--- src/rtl/lcd_pattern_gen.sv ---
// Frame-drawing sequencer feeding ili934x_driver: validates and latches a window,
// issues the window/stream strobes, then streams RGB565 pattern pixels in raster order.
module lcd_pattern_gen #(
    parameter int X_RES     = 240,
    parameter int Y_RES     = 320,
    parameter int BAR_SHIFT = 5,
    parameter int CHK_SHIFT = 3
) (
    input  logic        clk,
    input  logic        rst_n,
    input  logic        start,
    input  logic        abort,
    input  logic [1:0]  mode,
    input  logic [15:0] fg_color,
    input  logic [15:0] bg_color,
    input  logic [15:0] x0,
    input  logic [15:0] y0,
    input  logic [15:0] x1,
    input  logic [15:0] y1,
    input  logic        init_done,
    input  logic        drv_busy,
    output logic        win_set_stb,
    output logic [15:0] win_x0,
    output logic [15:0] win_y0,
    output logic [15:0] win_x1,
    output logic [15:0] win_y1,
    output logic        stream_start,
    output logic [15:0] pix_data,
    output logic        pix_valid,
    input  logic        pix_ready,
    output logic        active,
    output logic        done,
    output logic        err
);

    typedef enum logic [2:0] {IDLE, WAIT_INIT, WIN, STRM, PIX, DONE} state_t;

    localparam logic [15:0] X_LIM = 16'(X_RES);
    localparam logic [15:0] Y_LIM = 16'(Y_RES);

    state_t      state, state_nxt;
    logic [1:0]  mode_l;
    logic [15:0] fg_l, bg_l;
    logic [15:0] x_cnt, y_cnt, x_nxt, y_nxt;
    logic        win_bad, accept, transfer, last_pix;

    function automatic logic [15:0] pattern(input logic [1:0] m, input logic [15:0] fg,
                                            input logic [15:0] bg, input logic [15:0] xr,
                                            input logic [15:0] yr);
        logic [2:0] bar;
        bar = 3'(xr >> BAR_SHIFT);
        case (m)
            2'd0: pattern = fg;
            2'd1: begin
                case (bar)
                    3'd0: pattern = 16'hFFFF;
                    3'd1: pattern = 16'hFFE0;
                    3'd2: pattern = 16'h07FF;
                    3'd3: pattern = 16'h07E0;
                    3'd4: pattern = 16'hF81F;
                    3'd5: pattern = 16'hF800;
                    3'd6: pattern = 16'h001F;
                    default: pattern = 16'h0000;
                endcase
            end
            2'd2: pattern = (xr[CHK_SHIFT] ^ yr[CHK_SHIFT]) ? bg : fg;
            default: pattern = {xr[4:0], yr[5:0], ~xr[4:0]};
        endcase
    endfunction

    assign win_bad  = (x1 < x0) || (y1 < y0) || (x1 >= X_LIM) || (y1 >= Y_LIM);
    assign accept   = (state == IDLE) && start && !abort && !win_bad;
    assign transfer = (state == PIX) && pix_ready;
    assign last_pix = (x_cnt == win_x1) && (y_cnt == win_y1);

    always_ff @(posedge clk or negedge rst_n) begin
        if (!rst_n) state <= IDLE;
        else        state <= state_nxt;
    end

    always_comb begin
        state_nxt = state;
        x_nxt     = x_cnt + 16'd1;
        y_nxt     = y_cnt;
        if (x_cnt == win_x1) begin
            x_nxt = win_x0;
            y_nxt = y_cnt + 16'd1;
        end
        if (abort) begin
            state_nxt = IDLE;
        end else begin
            case (state)
                IDLE:      if (accept) state_nxt = WAIT_INIT;
                WAIT_INIT: if (init_done && !drv_busy) state_nxt = WIN;
                WIN:       state_nxt = STRM;
                STRM:      state_nxt = PIX;
                PIX:       if (transfer && last_pix) state_nxt = DONE;
                DONE:      state_nxt = IDLE;
                default:   state_nxt = IDLE;
            endcase
        end
    end

    // Strobes and flags are decoded from the next state so they line up with the state register.
    always_ff @(posedge clk or negedge rst_n) begin
        if (!rst_n) begin
            win_set_stb  <= 1'b0;
            stream_start <= 1'b0;
            pix_valid    <= 1'b0;
            active       <= 1'b0;
            done         <= 1'b0;
            err          <= 1'b0;
            pix_data     <= '0;
            win_x0       <= '0;
            win_y0       <= '0;
            win_x1       <= '0;
            win_y1       <= '0;
            mode_l       <= '0;
            fg_l         <= '0;
            bg_l         <= '0;
            x_cnt        <= '0;
            y_cnt        <= '0;
        end else begin
            win_set_stb  <= (state_nxt == WIN);
            stream_start <= (state_nxt == STRM);
            pix_valid    <= (state_nxt == PIX);
            active       <= (state_nxt != IDLE);
            done         <= (state_nxt == DONE);
            err          <= (state == IDLE) && start && !abort && win_bad;
            if (abort) begin
                x_cnt    <= '0;
                y_cnt    <= '0;
                pix_data <= '0;
            end else if (accept) begin
                win_x0 <= x0;
                win_y0 <= y0;
                win_x1 <= x1;
                win_y1 <= y1;
                mode_l <= mode;
                fg_l   <= fg_color;
                bg_l   <= bg_color;
                x_cnt  <= x0;
                y_cnt  <= y0;
            end else if (state == STRM) begin
                pix_data <= pattern(mode_l, fg_l, bg_l, x_cnt - win_x0, y_cnt - win_y0);
            end else if (transfer) begin
                x_cnt    <= x_nxt;
                y_cnt    <= y_nxt;
                pix_data <= pattern(mode_l, fg_l, bg_l, x_nxt - win_x0, y_nxt - win_y0);
            end
        end
    end

endmodule
--- config.mk ---
export PLATFORM = sky130hd
export DESIGN_NAME = lcd_pattern_gen
export DESIGN_NICKNAME = d
export VERILOG_FILES = /design/src/rtl/lcd_pattern_gen.sv
export SDC_FILE = /design/constraint.sdc
export NUM_CORES = 1
export LEC_CHECK = 0
export BUFFER_PORTS_ARGS = -buffer_cell sky130_fd_sc_hd__buf_2
export CORE_MARGIN = 5
export CORE_UTILIZATION = 57
export CTS_CLUSTER_SIZE = 16
export DETAILED_ROUTE_END_ITERATION = 12
export GPL_TIMING_DRIVEN = 1
export PLACE_DENSITY = 0.85
export SETUP_SLACK_MARGIN = 0.02
export SYNTH_ARGS = -nofsm -noshare
export SYNTH_HDL_FRONTEND = slang
export SYNTH_SLANG_ARGS = --single-unit
--- constraint.sdc ---
create_clock -name clk -period 5.1 [get_ports clk]
set_input_delay 1.02 -clock clk [delete_from_list [all_inputs] [get_ports clk]]
set_output_delay 1.02 -clock clk [all_outputs]
set_load 0.01 [all_outputs]
==> impl_metrics.tcl, run 1 <==
set metrics [dict create \
    setup.worst_path.class "register to register" \
    skew_ns 0.00773 \
    rsz_0062_raised_after_global_routing "no" \
    dpl_cell_area_um2 11000 \
    wire_length_reported_by_the_detailed_router_um 28500 \
    chipHeight_um 142 \
    ctsHtreeMaxLevel 4 \
    max_clock_freq_mhz 228 \
    power.static_leakage_nw 5.98 \
    yosys_warnings 0 \
    yosys-top-cells-area "dfrtp_1, nand2_1, ha_1" \
    initialDrtViolationCount 956 \
    maxSlewHeadroom_pct 46.4 \
    yosysTopAreaCell "dfrtp_1" \
    max_stage_delay_ns 0.47 \
    final_hold_viol_count 0 \
    final-max-slew-violation-count 0 \
    worstSkewPairLatency_ns 0.43 \
    layout.filler_cells 1393 \
    numPortBuffers 190 \
    synth_async_sr_flop_share_pct 100 \
    start_util_pct 57.7 \
    dp.final_hpwl_um 21200 \
    critPathMaxFanout 25 \
    postRouteAntennaNets 0 \
    cts-hold-fix-buffers 0 \
    post_synthesis_average_cell_area_um2 8.40 \
    synth_top_cell_area_share_pct 39.2 \
    antenna_found_initial 2 \
    grt.overflow.total 0 \
    detail_route.wl_per_cell_um 18.1 \
    max_cap_violations 0 \
    drt-pass1-iter-count 8 \
    die-width_um 142 \
    ctsResizeCount 0 \
    startpoint_type "register" \
    vdd_drop_max_mv 0.234 \
    synthMostInstantiatedCell "nand2_1" \
    std_cell_rows 48 \
    synth_sequential_area_ratio_pct 39.2 \
    cp_top_family "XOR/XNOR gates" \
    final_layout_size_suffix_gt1_share_pct 19.3 \
    cts.clk_slew.worst_paths_ns 0.06 \
    cp_data_required_time_ns 5.41 \
    slowest_stage "dfrtp_1" \
    synth_commonest_cells "nand2_1, dfrtp_1, nor2_1" \
    maximum_number_of_pins_on_one_net_before_global_route_repair 81 \
    dieArea_um2 20100 \
    gpl.final_weighted_congestion 0.931 \
    min_path_type "register to register" \
    critical_path_arrival_ns 4.69 \
    synth-seq-cells 155 \
    nets 1506 \
    post-cts-setup-buffer-count 0 \
    cts_tree "yes" \
    fp.coreArea_um2 17200 \
    worstPathCellList "xnor2_1, nand4_1, nor4_4, buf_4, mux2i_1, inv_1, ha_1, nand2b_1, a21oi_1, xor2_1, xor2_2, buf_4, mux2i_1, a21oi_1, and3b_1, a211o_1" \
    cts_buffers 17 \
    synth_cell_types 71 \
    track_usage_pct 28.7 \
    synth-edff-count 0 \
    max_slew.worst_pin.slew_ns 0.803 \
    cp-end-kind "register" \
    synth_area_um2 9910 \
    finalSetupViolations 0 \
    via_count 9320 \
    drc_errors 0 \
    via_count_of_the_first_global_routing_pass 9268 \
    synth-main-ff-cell "dfrtp_1" \
    setup-tns-final_ns 0 \
    num_io_pins 191 \
    synth_fp_nets 1344 \
    fin_crit_ns 4.39 \
    worst-path-buf-inv 3 \
    cts_num_sinks 155 \
    powerDensity_nw_per_um2 234 \
    area_growth_syn_to_layout_pct 17.3 \
    finalInstanceArea_um2 11600 \
    cts-root-to-sink-buffers 2 \
    global_route_wire_length_before_repair_um 46500 \
    via_per_inst 5.90 \
    status "complete, no violations" \
    cells_after_synth 1179 \
    final.period_utilization_pct 86.1 \
    clk_root_buffer_cell "clkbuf_16" \
]
[where the power goes]
part	leakage, nW	switching [mW]	internal [mW]
sequential	2.14	0.00591	1.24
combinational	3.55	0.103	0.0713
clock	0.292	0.512	0.783
[cells by family after synthesis]
group	Yosys count	share of synthesized area, %
flip-flops	155	39.2
multiplexers	22	2.32
XOR/XNOR	78	6.97
AND/OR/NAND/NOR	490	22.3
AO/OA/AOI/OAI	247	16.2
adder cells (fa/ha/maj)	60	7.88
buffers and inverters	127	5.12
[metrics by stage]
stage,power [mW],hold WS (ns),util (%),setup WS [ns],std cells
CTS,2.72,0.465,67.6,0.770,1578
global route,2.80,0.494,67.7,0.411,1579
finish,2.71,0.464,67.7,0.711,1579
floorplan,1.33,0.430,-,1.24,1179
detailed placement,1.44,0.452,64.2,0.801,1547
global placement,1.44,0.446,64.2,0.977,1547
[registers in the layout, summed over array words and instances, names as in the netlist]
register	flops
y_cnt	16
win_x0	16
err	1
state	3
win_y0	16
win_y1	16
bg_l	16
done	1
win_x1	16
win_set_stb	1
x_cnt	16
active	1
pix_data	16
stream_start	1
pix_valid	1
mode_l	2
fg_l	16
[per-layer routing]
metal	track usage [%]	up-vias	share of wire [%]
met4	11.8	0	4.0
met1	36.5	4437	40
met2	47.9	425	49
met3	5.97	84	7.5
li1	-	4374	-
met5	0	-	0
[worst min-delay path, stage by stage (launching register included)]
cell     delay [ns]
dfrtp_1        0.34
nand2_1        0.05
nand2_1        0.05
[path summary, 6_finish.rpt]
| kind | start | endpoint | slack [ns] | cells after the start |
|---|---|---|---|---|
| max | x_cnt[6] | pix_data[0] | 0.71 | 16 |
| min | bg_l[4] | bg_l[4] | 0.46 | 2 |
| max reg2reg | x_cnt[6] | pix_data[0] | 0.71 | 16 |
| min reg2reg | bg_l[4] | bg_l[4] | 0.46 | 2 |
| max in group asynchronous | rst_n | win_y0[12] | 3.43 | 2 |
| min in group asynchronous | rst_n | bg_l[11] | 0.64 | 1 |
[cell type report]
class	instances	area, um2	share of cell area (%)
diodes	1	2.50	0.0215
clock buffers	21	450	3.88
clock inverters	10	140	1.21
inverters	62	233	2.00
multi-input cells	897	5530	47.6
flip-flops and latches	155	3880	33.4
well taps	225	282	2.42
repair buffers	208	1100	9.51
[layout by cell type (no fill, tap or decap), types with 5 or more instances in the layout]
master	instances
a211o_1	5
a211oi_1	26
a21o_1	17
a21oi_1	70
and2_1	16
and3_1	6
buf_2	189
buf_4	17
clkbuf_16	17
dfrtp_1	155
ha_1	56
inv_1	61
mux2_2	8
mux2i_1	14
nand2_1	266
nand2b_1	9
nand3_1	23
nand4_1	17
nor2_1	83
nor2b_1	11
nor3_1	13
nor4_1	12
o211ai_1	13
o21ai_0	56
o31ai_1	5
or3_1	5
xnor2_1	45
xor2_1	32
(Power assumes the default switching activity.)
==> run 2, diff against run 1 <==
--- a/config.mk
+++ b/config.mk
@@ -5,13 +5,14 @@
 export SDC_FILE = /design/constraint.sdc
 export NUM_CORES = 1
 export LEC_CHECK = 0
-export BUFFER_PORTS_ARGS = -buffer_cell sky130_fd_sc_hd__buf_2
+export BUFFER_PORTS_ARGS = -buffer_cell sky130_fd_sc_hd__clkbuf_2
 export CORE_MARGIN = 5
-export CORE_UTILIZATION = 57
+export CORE_UTILIZATION = 58
+export CTS_BUF_LIST = sky130_fd_sc_hd__clkbuf_8
 export CTS_CLUSTER_SIZE = 16
 export DETAILED_ROUTE_END_ITERATION = 12
 export GPL_TIMING_DRIVEN = 1
-export PLACE_DENSITY = 0.85
+export PLACE_DENSITY = 0.86
 export SETUP_SLACK_MARGIN = 0.02
 export SYNTH_ARGS = -nofsm -noshare
 export SYNTH_HDL_FRONTEND = slang
==> run 2 against run 1 <==
Net effect: clock skew increased by 0.0070 ns; flip-flop and latch count unchanged; wire length decreased by 0.14%; fmax increased by 0.43%; final cell count decreased by 0.25%; first-iteration DRC count decreased by 4.8%; largest cell class unchanged.
==> impl_metrics.tcl, run 2 (synthesis gave the netlist of run 1 again) <==
set metrics [dict create \
    status "complete, no violations" \
    p_sw_share_pct 27.3 \
    wire_length_reported_by_the_detailed_router_um 28500 \
    gpl.final_weighted_congestion 0.918 \
    num_io_pins 191 \
    clk_root_buffer_cell "clkbuf_8" \
    track_usage_pct 28.7 \
    ctsResizeCount 0 \
    startpoint_type "register" \
    antenna_found_initial 0 \
    numPortBuffers 190 \
    antenna_fix_cells 0 \
    cts_num_sinks 155 \
    power.clock.fraction_pct 38.2 \
    vdd_drop_max_mv 0.163 \
    drc_errors 0 \
    setup.worst_path.class "register to register" \
    max_slew.worst_pin.slew_ns 0.956 \
    chipHeight_um 141 \
    cp_data_required_time_ns 5.46 \
    final_hold_viol_count 0 \
    final-max-slew-violation-count 0 \
    cts_buffers 17 \
    cts.clk_slew.worst_paths_ns 0.09 \
    die-width_um 141 \
    ctsHtreeMaxLevel 4 \
    cp_top_family "XOR/XNOR gates" \
    wl_met1_um 11400 \
    drt-pass1-iter-count 5 \
    initialDrtViolationCount 910 \
    critPathMaxFanout 26 \
    grt.overflow.total 0 \
    min_path_type "register to register" \
    cts-root-to-sink-buffers 2 \
    cts-hold-fix-buffers 0 \
    max_stage_delay_ns 0.54 \
    area_growth_syn_to_layout_pct 14.9 \
    start_util_pct 59.5 \
    fin_worst_hold_slack_ns 0.485 \
    routed-wl-met2_um 13900 \
    final_layout_size_suffix_gt1_share_pct 19.6 \
    max_clock_freq_mhz 229 \
    detail_route.wl_per_cell_um 18.1 \
    postRouteAntennaNets 0 \
    dr.max_layer_used "met4" \
    power.static_leakage_nw 5.82 \
    global_route_wire_length_before_repair_um 45800 \
    most_common_library_cell_in_the_layout_ignoring_fill_and_taps "nand2_1" \
    worstPathCellList "xnor2_1, nand4_1, nor4_4, buf_4, mux2i_1, inv_1, ha_1, nand2_1, o21ai_1, xor2_1, xor2_2, buf_4, mux2i_1, a21oi_1, and3b_1, a211o_1" \
    finalSetupViolations 0 \
    internal-power_mw 1.67 \
    dieArea_um2 19800 \
    sequential_power_share_pct 54.2 \
    post-layout-total-power_mw 2.29 \
    critical_path_arrival_ns 4.73 \
    setup-tns-final_ns 0 \
    via_count_of_the_first_global_routing_pass 9018 \
    mostFrequentLayoutCells "nand2_1, clkbuf_2, dfrtp_1, nor2_1, a21oi_1" \
    max_cap_violations 0 \
    post-cts-setup-buffer-count 0 \
    rsz_0062_raised_after_global_routing "no" \
    powerDensity_nw_per_um2 201 \
    layout.filler_cells 1319 \
    cp-end-kind "register" \
    skew_ns 0.0148 \
    fp.coreArea_um2 16600 \
    met3RoutedLength_um 2220 \
    worstSkewPairLatency_ns 0.47 \
    comb_power_share_pct 7.6 \
    switching_power_mw 0.626 \
    std_cell_rows 47 \
    dp.final_hpwl_um 21300 \
    nets 1507 \
    final.period_utilization_pct 85.7 \
    via_per_inst 5.89 \
    via_count 9274 \
    worst-path-buf-inv 3 \
    fin_crit_ns 4.37 \
    slowest_stage "dfrtp_1" \
    cts_tree "yes" \
    maximum_number_of_pins_on_one_net_before_global_route_repair 100 \
    maxSlewHeadroom_pct 36.0 \
]
==> run 2: layer usage <==
metal,up-vias,global-route usage (%)
li1,4370,-
met1,4373,36.9
met2,454,47.4
met3,77,6.54
met4,0,10.9
met5,-,0
==> run 2: worst min-delay path: cells and delay by family (launching register included) <==
| family | cells | cell delay (ns) |
|---|---|---|
| AND/OR/NAND/NOR | 2 | 0.10 |
| flip-flops | 1 | 0.35 |
==> run 2: power groups by stage <==
stage	sequential, mW	clock [mW]	combinational (mW)
finish	1.24	0.876	0.173
global route	1.24	0.936	0.197
CTS	1.24	0.880	0.175
detailed placement	1.27	0	0.174
global placement	1.27	0	0.169
floorplan	1.27	0	0.0627
==> run 2: worst paths after layout <==
check / start / endpoint / slack, ns / cells past startpoint
max in group asynchronous: rst_n / err / 3.47 / 2
setup reg to reg: x_cnt[2] / pix_data[0] / 0.73 / 16
hold reg to reg: bg_l[0] / bg_l[0] / 0.49 / 2
hold / removal: bg_l[0] / bg_l[0] / 0.49 / 2
min in group asynchronous: rst_n / bg_l[1] / 0.65 / 1
setup / recovery: x_cnt[2] / pix_data[0] / 0.73 / 16
==> run 2: through the flow <==
step	std cells	util, %	setup slack [ns]	cell area (um2)
after floorplan	1179	-	1.24	9910
after global placement	1543	66.2	1.01	11000
after detailed placement	1543	66.2	0.852	11000
after CTS	1575	68.4	0.801	11400
after global routing	1575	68.4	0.380	11400
final	1575	68.4	0.730	11400
==> run 2: area by class of cell <==
| cell class | count | area [um2] | share of cell area, % |
|---|---|---|---|
| clock inverter | 14 | 114 | 1.00 |
| inverter | 62 | 233 | 2.05 |
| timing repair buffer | 209 | 1100 | 9.67 |
| multi-input combinational | 897 | 5530 | 48.6 |
| clock buffer | 18 | 248 | 2.18 |
| tap | 220 | 275 | 2.42 |
| sequential | 155 | 3880 | 34.1 |
